[src/rtl/pipo_load_arbiter_if.sv]
// Bundle between requesters and the shared-register arbiter.
// The arbiter takes the slave modport; the requester side takes master.
interface pipo_load_arbiter_if #(
  parameter int WIDTH = 32,
  parameter int NREQ  = 4
) ();
  logic [NREQ-1:0]       req;
  logic [NREQ*WIDTH-1:0] x;
  logic [NREQ-1:0]       gnt;
  logic [WIDTH-1:0]      q;
  logic [2:0]            owner;
  logic                  q_valid;
  logic                  busy;

  modport master (
    output req, x,
    input  gnt, q, owner, q_valid, busy
  );

  modport slave (
    input  req, x,
    output gnt, q, owner, q_valid, busy
  );
endinterface

[src/rtl/pipo_load_arbiter.sv]
// Round-robin arbiter loading one requester word per grant into a shared
// holding register, followed by a fixed hold window before the next grant.
module pipo_load_arbiter #(
  parameter int WIDTH = 32,
  parameter int NREQ  = 4,
  parameter int HOLD  = 2
) (
  input  logic                 clk,
  input  logic                 rst,
  pipo_load_arbiter_if.slave   bus
);

  typedef enum logic [0:0] {S_IDLE, S_HOLD} state_t;

  localparam logic       HAS_HOLD = (HOLD > 0);
  localparam logic [3:0] HOLD_CNT = 4'(HOLD);

  state_t           r_state;
  state_t           w_state_nx;
  logic [2:0]       r_ptr;
  logic [2:0]       r_owner;
  logic [3:0]       r_cnt;
  logic [WIDTH-1:0] r_q;
  logic             r_q_valid;

  logic             w_found;
  logic [2:0]       w_gidx;
  logic [2:0]       w_cand;
  logic [7:0]       w_req8;
  logic [7:0]       w_gnt8;
  logic [WIDTH-1:0] w_xsel;
  logic             w_load;

  function automatic logic [2:0] wrap_add(input logic [2:0] base,
                                          input logic [2:0] off);
    logic [3:0] s;
    s = {1'b0, base} + {1'b0, off};
    if (s >= 4'(NREQ)) s = s - 4'(NREQ);
    return s[2:0];
  endfunction

  assign w_req8 = 8'(bus.req);

  // Scan starts at ptr; the grant is suppressed outside IDLE and during reset.
  always_comb begin
    w_found = 1'b0;
    w_gidx  = '0;
    w_cand  = '0;
    if (r_state == S_IDLE && !rst) begin
      for (int k = 0; k < NREQ; k++) begin
        w_cand = wrap_add(r_ptr, 3'(k));
        if (!w_found && w_req8[w_cand]) begin
          w_found = 1'b1;
          w_gidx  = w_cand;
        end
      end
    end
  end

  always_comb begin
    w_xsel = '0;
    for (int i = 0; i < NREQ; i++) begin
      if (w_gidx == 3'(i)) w_xsel = bus.x[i*WIDTH +: WIDTH];
    end
  end

  assign w_gnt8 = w_found ? (8'd1 << w_gidx) : 8'd0;

  always_comb begin
    w_state_nx = r_state;
    w_load     = 1'b0;
    case (r_state)
      S_IDLE: begin
        if (w_found) begin
          w_load = 1'b1;
          if (HAS_HOLD) w_state_nx = S_HOLD;
        end
      end
      S_HOLD: begin
        if (r_cnt == 4'd1) w_state_nx = S_IDLE;
      end
      default: w_state_nx = S_IDLE;
    endcase
  end

  always_ff @(posedge clk or posedge rst) begin
    if (rst) r_state <= S_IDLE;
    else     r_state <= w_state_nx;
  end

  always_ff @(posedge clk or posedge rst) begin
    if (rst) begin
      r_q       <= '0;
      r_owner   <= '0;
      r_q_valid <= 1'b0;
      r_ptr     <= '0;
      r_cnt     <= '0;
    end else begin
      r_q_valid <= w_load;
      if (w_load) begin
        r_q     <= w_xsel;
        r_owner <= w_gidx;
        r_ptr   <= wrap_add(w_gidx, 3'd1);
        r_cnt   <= HOLD_CNT;
      end else if (r_state == S_HOLD) begin
        r_cnt   <= r_cnt - 4'd1;
      end
    end
  end

  assign bus.gnt     = w_gnt8[NREQ-1:0];
  assign bus.q       = r_q;
  assign bus.owner   = r_owner;
  assign bus.q_valid = r_q_valid;
  assign bus.busy    = (r_state == S_HOLD);

endmodule
[src/flat_wrapper.sv]
// flat-port wrapper written by rule: the top's interface ports become plain ports
module pipo_load_arbiter_flat 
#(
  parameter int WIDTH = 32,
  parameter int NREQ  = 4,
  parameter int HOLD  = 2
)
  (clk, rst, bus_req, bus_x, bus_gnt, bus_q, bus_owner, bus_q_valid, bus_busy);
  pipo_load_arbiter_if #(.WIDTH(WIDTH), .NREQ(NREQ)) bus_i ();
  input  logic clk;
  input  logic rst;
  input wire logic [$bits(bus_i.req)-1:0] bus_req;
  input wire logic [$bits(bus_i.x)-1:0] bus_x;
  output wire logic [$bits(bus_i.gnt)-1:0] bus_gnt;
  output wire logic [$bits(bus_i.q)-1:0] bus_q;
  output wire logic [$bits(bus_i.owner)-1:0] bus_owner;
  output wire logic [$bits(bus_i.q_valid)-1:0] bus_q_valid;
  output wire logic [$bits(bus_i.busy)-1:0] bus_busy;
  assign bus_i.req = bus_req;
  assign bus_i.x = bus_x;
  assign bus_gnt = bus_i.gnt;
  assign bus_q = bus_i.q;
  assign bus_owner = bus_i.owner;
  assign bus_q_valid = bus_i.q_valid;
  assign bus_busy = bus_i.busy;
  pipo_load_arbiter #(.WIDTH(WIDTH), .NREQ(NREQ), .HOLD(HOLD)) u_core (.clk(clk), .rst(rst), .bus(bus_i));
endmodule
[config.mk]
export PLATFORM = sky130hd
export DESIGN_NAME = pipo_load_arbiter_flat
export DESIGN_NICKNAME = d
export VERILOG_FILES = /design/src/rtl/pipo_load_arbiter_if.sv /design/src/rtl/pipo_load_arbiter.sv /design/src/flat_wrapper.sv
export SDC_FILE = /design/constraint.sdc
export NUM_CORES = 1
export LEC_CHECK = 0
export ABC_CLOCK_PERIOD_IN_PS = 5400
export CORE_MARGIN = 3
export CORE_UTILIZATION = 35
export DETAILED_ROUTE_END_ITERATION = 8
export PLACE_DENSITY = 0.74
export SYNTH_ARGS = -nofsm -noshare
export SYNTH_HDL_FRONTEND = slang
export SYNTH_SLANG_ARGS = --single-unit
[constraint.sdc]
create_clock -name clk -period 5.4 [get_ports clk]
set_clock_uncertainty 0.1 [all_clocks]
set_input_delay 0.81 -clock clk [delete_from_list [all_inputs] [get_ports clk]]
set_output_delay 0.81 -clock clk [all_outputs]
set_load 0.02 [all_outputs]
Yosys cells after proc, flatten, opt, wreduce, memory -nomap -nowiden
Cells that the tools add are included.
{"block": "word_totals", "register_bits": 44, "latch_bits": 0, "mem_bits_rw": 0, "mem_bits_ro": 0, "out_inout_bits": 41, "n_memories": 0}
{"block": "classes", "add_sub_neg": 10, "multipliers": 0, "div_mod_pow": 0, "n_lt_le_gt_ge": 9, "n_eq_ne": 4, "n_shift": 1, "n_mux": 41, "n_bitwise": 1, "reduce_logical": 10}
{"cell": "two-way mux 32 bit", "n": 4}
{"cell": "two-way mux 3 bit", "n": 14}
{"cell": ">= comparator 4 x 3 -> 1 bit, second input constant", "n": 4}
{"cell": "less-than comparator 3 x 4 -> 1 bit, second input constant", "n": 4}
{"cell": "two-way mux 1 bit", "n": 15}
{"cell": "subtractor 3 bit, second input constant", "n": 5}
{"cell": "binary-select mux 1 bit (select 3 bit)", "n": 4}
{"cell": "two-way mux 4 bit", "n": 3}
{"cell": "adder 3 x 1 -> 4 bit, second input constant", "n": 2}
{"cell": "adder 3 x 2 -> 4 bit, second input constant", "n": 2}
{"cell": "== test 3 x 2 -> 1 bit, second input constant", "n": 2}
{"cell": "== test 4 x 1 -> 1 bit, second input constant", "n": 1}
{"cell": "logical AND 1 bit", "n": 4}
{"cell": "zero test 1 bit", "n": 4}
{"cell": "left shift 1 x 3 -> 4 bit, first input constant", "n": 1}
{"cell": "subtractor 4 x 1 -> 4 bit, second input constant", "n": 1}
{"cell": "== test 3 x 1 -> 1 bit, second input constant", "n": 1}
{"cell": ">= comparator 3 bit, second input constant", "n": 1}
{"cell": "zero test 3 bit", "n": 1}
{"cell": "one-hot mux 1 bit (2 select lines)", "n": 1}
{"cell": "nonzero test 2 bit", "n": 1}
{"cell": "NOT 1 bit", "n": 1}

Depth between registers and ports, before layout
{"block": "depth", "ltp_word": 24, "depth_mapped": 16, "ltp_nobuf": 13}

Worst setup path after synthesis
OpenSTA, ideal clock, no wires.
{"block": "synth_path", "kind": "flip-flop to output port", "from": "register u_core.r_ptr[1]", "to": "output port bus_gnt[3]", "arrival_time_ps": 3810, "required_ps": 4490, "slack_ps": 680, "stages_incl_launch_ff": 14, "n_path_buf": 3, "cell_sequence": "dfrtp_1 clkbuf_1 inv_1 ha_1 mux4_2 a21o_1 or4_1 a311o_1 inv_1 ha_1 ha_1 clkbuf_1 clkbuf_1 and2_1"}
{"block": "synth_via", "elab_chain_cells": 21, "elab_cells_between_ends": 48, "cone_classes": "add/sub (7); order compare (4); shift (1); mux (30); reduce/logical (6)"}
{"element": "start, declared", "line_no": "pipo_load_arbiter.sv:20", "rtl": "logic [2:0] r_ptr;"}
{"element": "start signal, assigned", "line_no": "pipo_load_arbiter.sv:103", "rtl": "r_ptr <= wrap_add(w_gidx, 3'd1);"}
{"element": "branches (longest 17 deep; another with adder 3 x 1 -> 4 bit)"}
{"element": "two-way mux 3 bit *", "line_no": "pipo_load_arbiter.sv:52", "rtl": "if (!w_found && w_req8[w_cand]) begin"}
{"element": "two-way mux 3 bit *", "line_no": "pipo_load_arbiter.sv:49", "rtl": "if (r_state == S_IDLE && !rst) begin"}
{"element": "net u_core.w_gidx[1]", "line_no": "pipo_load_arbiter.sv:27", "rtl": "logic [2:0] w_gidx;"}
{"element": "left shift 1 x 3 -> 4 bit *", "line_no": "pipo_load_arbiter.sv:67", "rtl": "assign w_gnt8 = w_found ? (8'd1 << w_gidx) : 8'd0;"}
{"element": "two-way mux 4 bit *", "line_no": "pipo_load_arbiter.sv:67"}
{"element": "end, declared", "line_no": "flat_wrapper.sv:14", "rtl": "output wire logic [$bits(bus_i.gnt)-1:0] bus_gnt;"}
Mark *: on every way through the listed nets, which the timed path passes. The select of a mux whose other input is x is not followed.

Final worst setup path
Ends and elaborated chain as after synthesis.

==> impl_metrics.tcl <==
set metrics [dict create \
    fin_crit_sh_pct 94.3 \
    clock_latency_ps 290 \
    path_cells "inv_1 -> ha_1 -> mux4_2 -> a21o_1 -> or4_1 -> a311o_1 -> inv_1 -> ha_1 -> ha_2 -> and2_1 -> clkdlybuf4s50_1" \
    maxCapViolCount 0 \
    num-nets-final 646 \
    post-place-ws_ps 439 \
    cts_root_buffer "clkbuf_8" \
    cts_max_level 2 \
    cts-resized-gates 0 \
    finalSetupViolCount 0 \
    cts_tree "built" \
    finalMaxSlewViolations 0 \
    status "finished clean" \
    synth-edff-count 0 \
    critPathArrivalTime_ps 4180 \
    gp_congestion 0.843 \
    setup_tns_ps 0 \
    synth_area_um2 2920 \
    fp.dieArea_um2 9470 \
    final_area_um2 4820 \
    grt_usage_pct 20.1 \
    hold_class "flop to flop" \
    syn_avg_cell_area_um2 8.41 \
    crit_slowest_cell "clkdlybuf4s50_1" \
    crit_family "buffers and inverters" \
    path_clk_slew_ps 80 \
    worst_setup_path_start_kind "flop" \
    postSynthCellCount 347 \
    numClockSinks 44 \
    wl_per_cell_um 16.2 \
    criticalPathCategory "flop to output port" \
    post-dp-hpwl_um 7270 \
    ant_nets 0 \
    total_leakage_power_nw 1.90 \
    clockBufferDepth 2 \
    grt_pass1_vias 3239 \
    rsz0062_at_grt "false" \
    synth_seq_area_share_pct 37.7 \
    grt_start_max_net_pins 65 \
    grt_pass1_wl_um 15800 \
    antenna_cells 0 \
    numCtsBuffers 5 \
    fin_crit_ps 5090 \
    vias_per_cell 5.33 \
    hold_viol_final 0 \
    wl_um 9810 \
    antenna_found_initial 0 \
    ys_types 42 \
    drt_iter0_markers 99 \
    crit_required_ps 4490 \
    firstDrtPassIters 4 \
    slowest_delay_ps 600 \
    yosys_register_bits 44 \
    core-area_um2 7930 \
    drc_errors 0 \
    num_rows 32 \
    postPlaceCellArea_um2 4730 \
    area_growth_pct 65.2 \
    p_per_area_nw_per_um2 463 \
    yosys_warnings 0 \
    relSlewSlack_pct 37.2 \
    synthArstFlopShare_pct 100 \
    vias 3233 \
    drive_gt1_share_pct 5.16 \
    cp_max_fo 12 \
    crit_buf_inv 3 \
    fmax_ghz 0.196 \
    synthesis.nets 490 \
    worst_slew_pin_slew_ps 941 \
    die_h_um 97.3 \
    postCtsSetupBuffers 0 \
    synthFlopType "dfrtp_1" \
    end_kind "output port" \
    vdd_drop_max_v 0.000180 \
    r2r_slack_ps 970 \
    overflow 0 \
    ctsHoldBuffers 0 \
    io_pins 175 \
    numPortBuffers 174 \
    num-fill-cells 722 \
    die_x_um 97.3 \
    fin_ws_ps 306 \
    initial_core_util_pct 36.8 \
]
[Yosys cell counts (all sizes together), types with 2 or more instances]
cell	n	share of area, %
a21o	3	0.81
a21oi	69	12
a221oi	30	9.0
and2	4	0.86
buf	7	1.2
clkbuf	25	3.2
dfrtp	44	38
ha	9	3.9
inv	10	1.3
mux2	2	0.77
mux2i	3	1.0
mux4	3	2.4
nand2	7	0.90
nand2b	3	0.64
nand3b	2	0.51
nand4	2	0.43
nor2	35	4.5
nor2b	33	7.1
nor3	30	5.1
o211ai	2	0.51
o21a	3	0.77
o21ai	5	0.99
[logic make-up (layout without fill, tap and decap cells)]
group	after synthesis	count (layout)	synth area share, %
AND/OR/NAND/NOR	122	122	21.6
AO/OA/AOI/OAI	119	119	26.1
flip-flops	44	44	37.7
buffers and inverters	42	199	5.70
adder cells (fa/ha/maj)	9	9	3.86
multiplexers	8	8	4.25
XOR/XNOR	2	2	0.600
other	1	1	0.129
[through the flow]
step	hold WS, ps	cells	util, %	power (W)
floorplan	403	347	-	0.00146
global placement	378	598	59.7	0.00199
detailed placement	392	598	59.7	0.00203
CTS	409	606	60.8	0.00225
global route	442	606	60.8	0.00242
finish	408	606	60.8	0.00223
[where the power goes]
group          leakage [nW]  switching (W)  internal, W
Sequential            0.504       0.000122     0.000488
Clock                0.0455       0.000107     0.000104
Combinational          1.35       0.000729     0.000682
[state kept, by name, summed over array words and instances (netlist names)]
signal / flops
u_core.r_cnt: 4
u_core.bus.owner: 3
u_core.r_ptr: 3
u_core.bus.busy: 1
u_core.bus.q: 32
u_core.bus.q_valid: 1
[worst paths after layout]
check                           startpoint               end  depth (start not counted)
setup / recovery           u_core.r_ptr[1]        bus_gnt[3]                         11
hold / removal             u_core.bus.q[0]   u_core.bus.q[0]                          1
setup reg to reg           u_core.r_ptr[1]  u_core.bus.q[25]                         14
hold reg to reg            u_core.bus.q[0]   u_core.bus.q[0]                          1
max in group asynchronous              rst   u_core.r_ptr[0]                          2
min in group asynchronous              rst   u_core.r_cnt[3]                          2
[cell type report]
type | instances | area, µm² | area share, %
multi-input combinational | 261 | 1670 | 34.6
tap | 102 | 128 | 2.65
timing repair buffer | 181 | 1790 | 37.2
clock buffer | 8 | 90.1 | 1.87
inverter | 10 | 37.5 | 0.779
sequential | 44 | 1100 | 22.9
[layer usage]
layer	up-vias	routed length (µm)	track usage [%]
li1	1573	-	-
met5	-	0	0
met1	1524	3790	23.2
met2	123	5090	36.3
met4	0	110	4.26
met3	13	826	6.75
[cell usage in the layout (no fill, tap or decap), types with 2 or more instances in the layout]
| master | netlist | final |
|---|---|---|
| inv_1 | 10 | 9 |
| clkbuf_1 | 25 | 2 |
| nand3b_1 | 2 | 2 |
| clkdlybuf4s50_1 | 0 | 174 |
| mux2_2 | 2 | 2 |
| a21oi_1 | 69 | 69 |
| nand2_1 | 7 | 7 |
| nor2_1 | 35 | 35 |
| dfrtp_1 | 44 | 43 |
| o21a_1 | 3 | 3 |
| a21o_1 | 2 | 2 |
| buf_4 | 0 | 7 |
| a221oi_1 | 30 | 30 |
| nor2b_1 | 33 | 32 |
| mux4_2 | 2 | 2 |
| ha_2 | 0 | 2 |
| clkbuf_8 | 0 | 6 |
| nand4_1 | 2 | 2 |
| nand2b_1 | 3 | 3 |
| o21ai_0 | 3 | 3 |
| ha_1 | 9 | 7 |
| mux2i_1 | 3 | 3 |
| nor3_1 | 30 | 30 |
| o211ai_1 | 2 | 2 |
| and2_1 | 4 | 4 |
(Power assumes the default switching activity.)
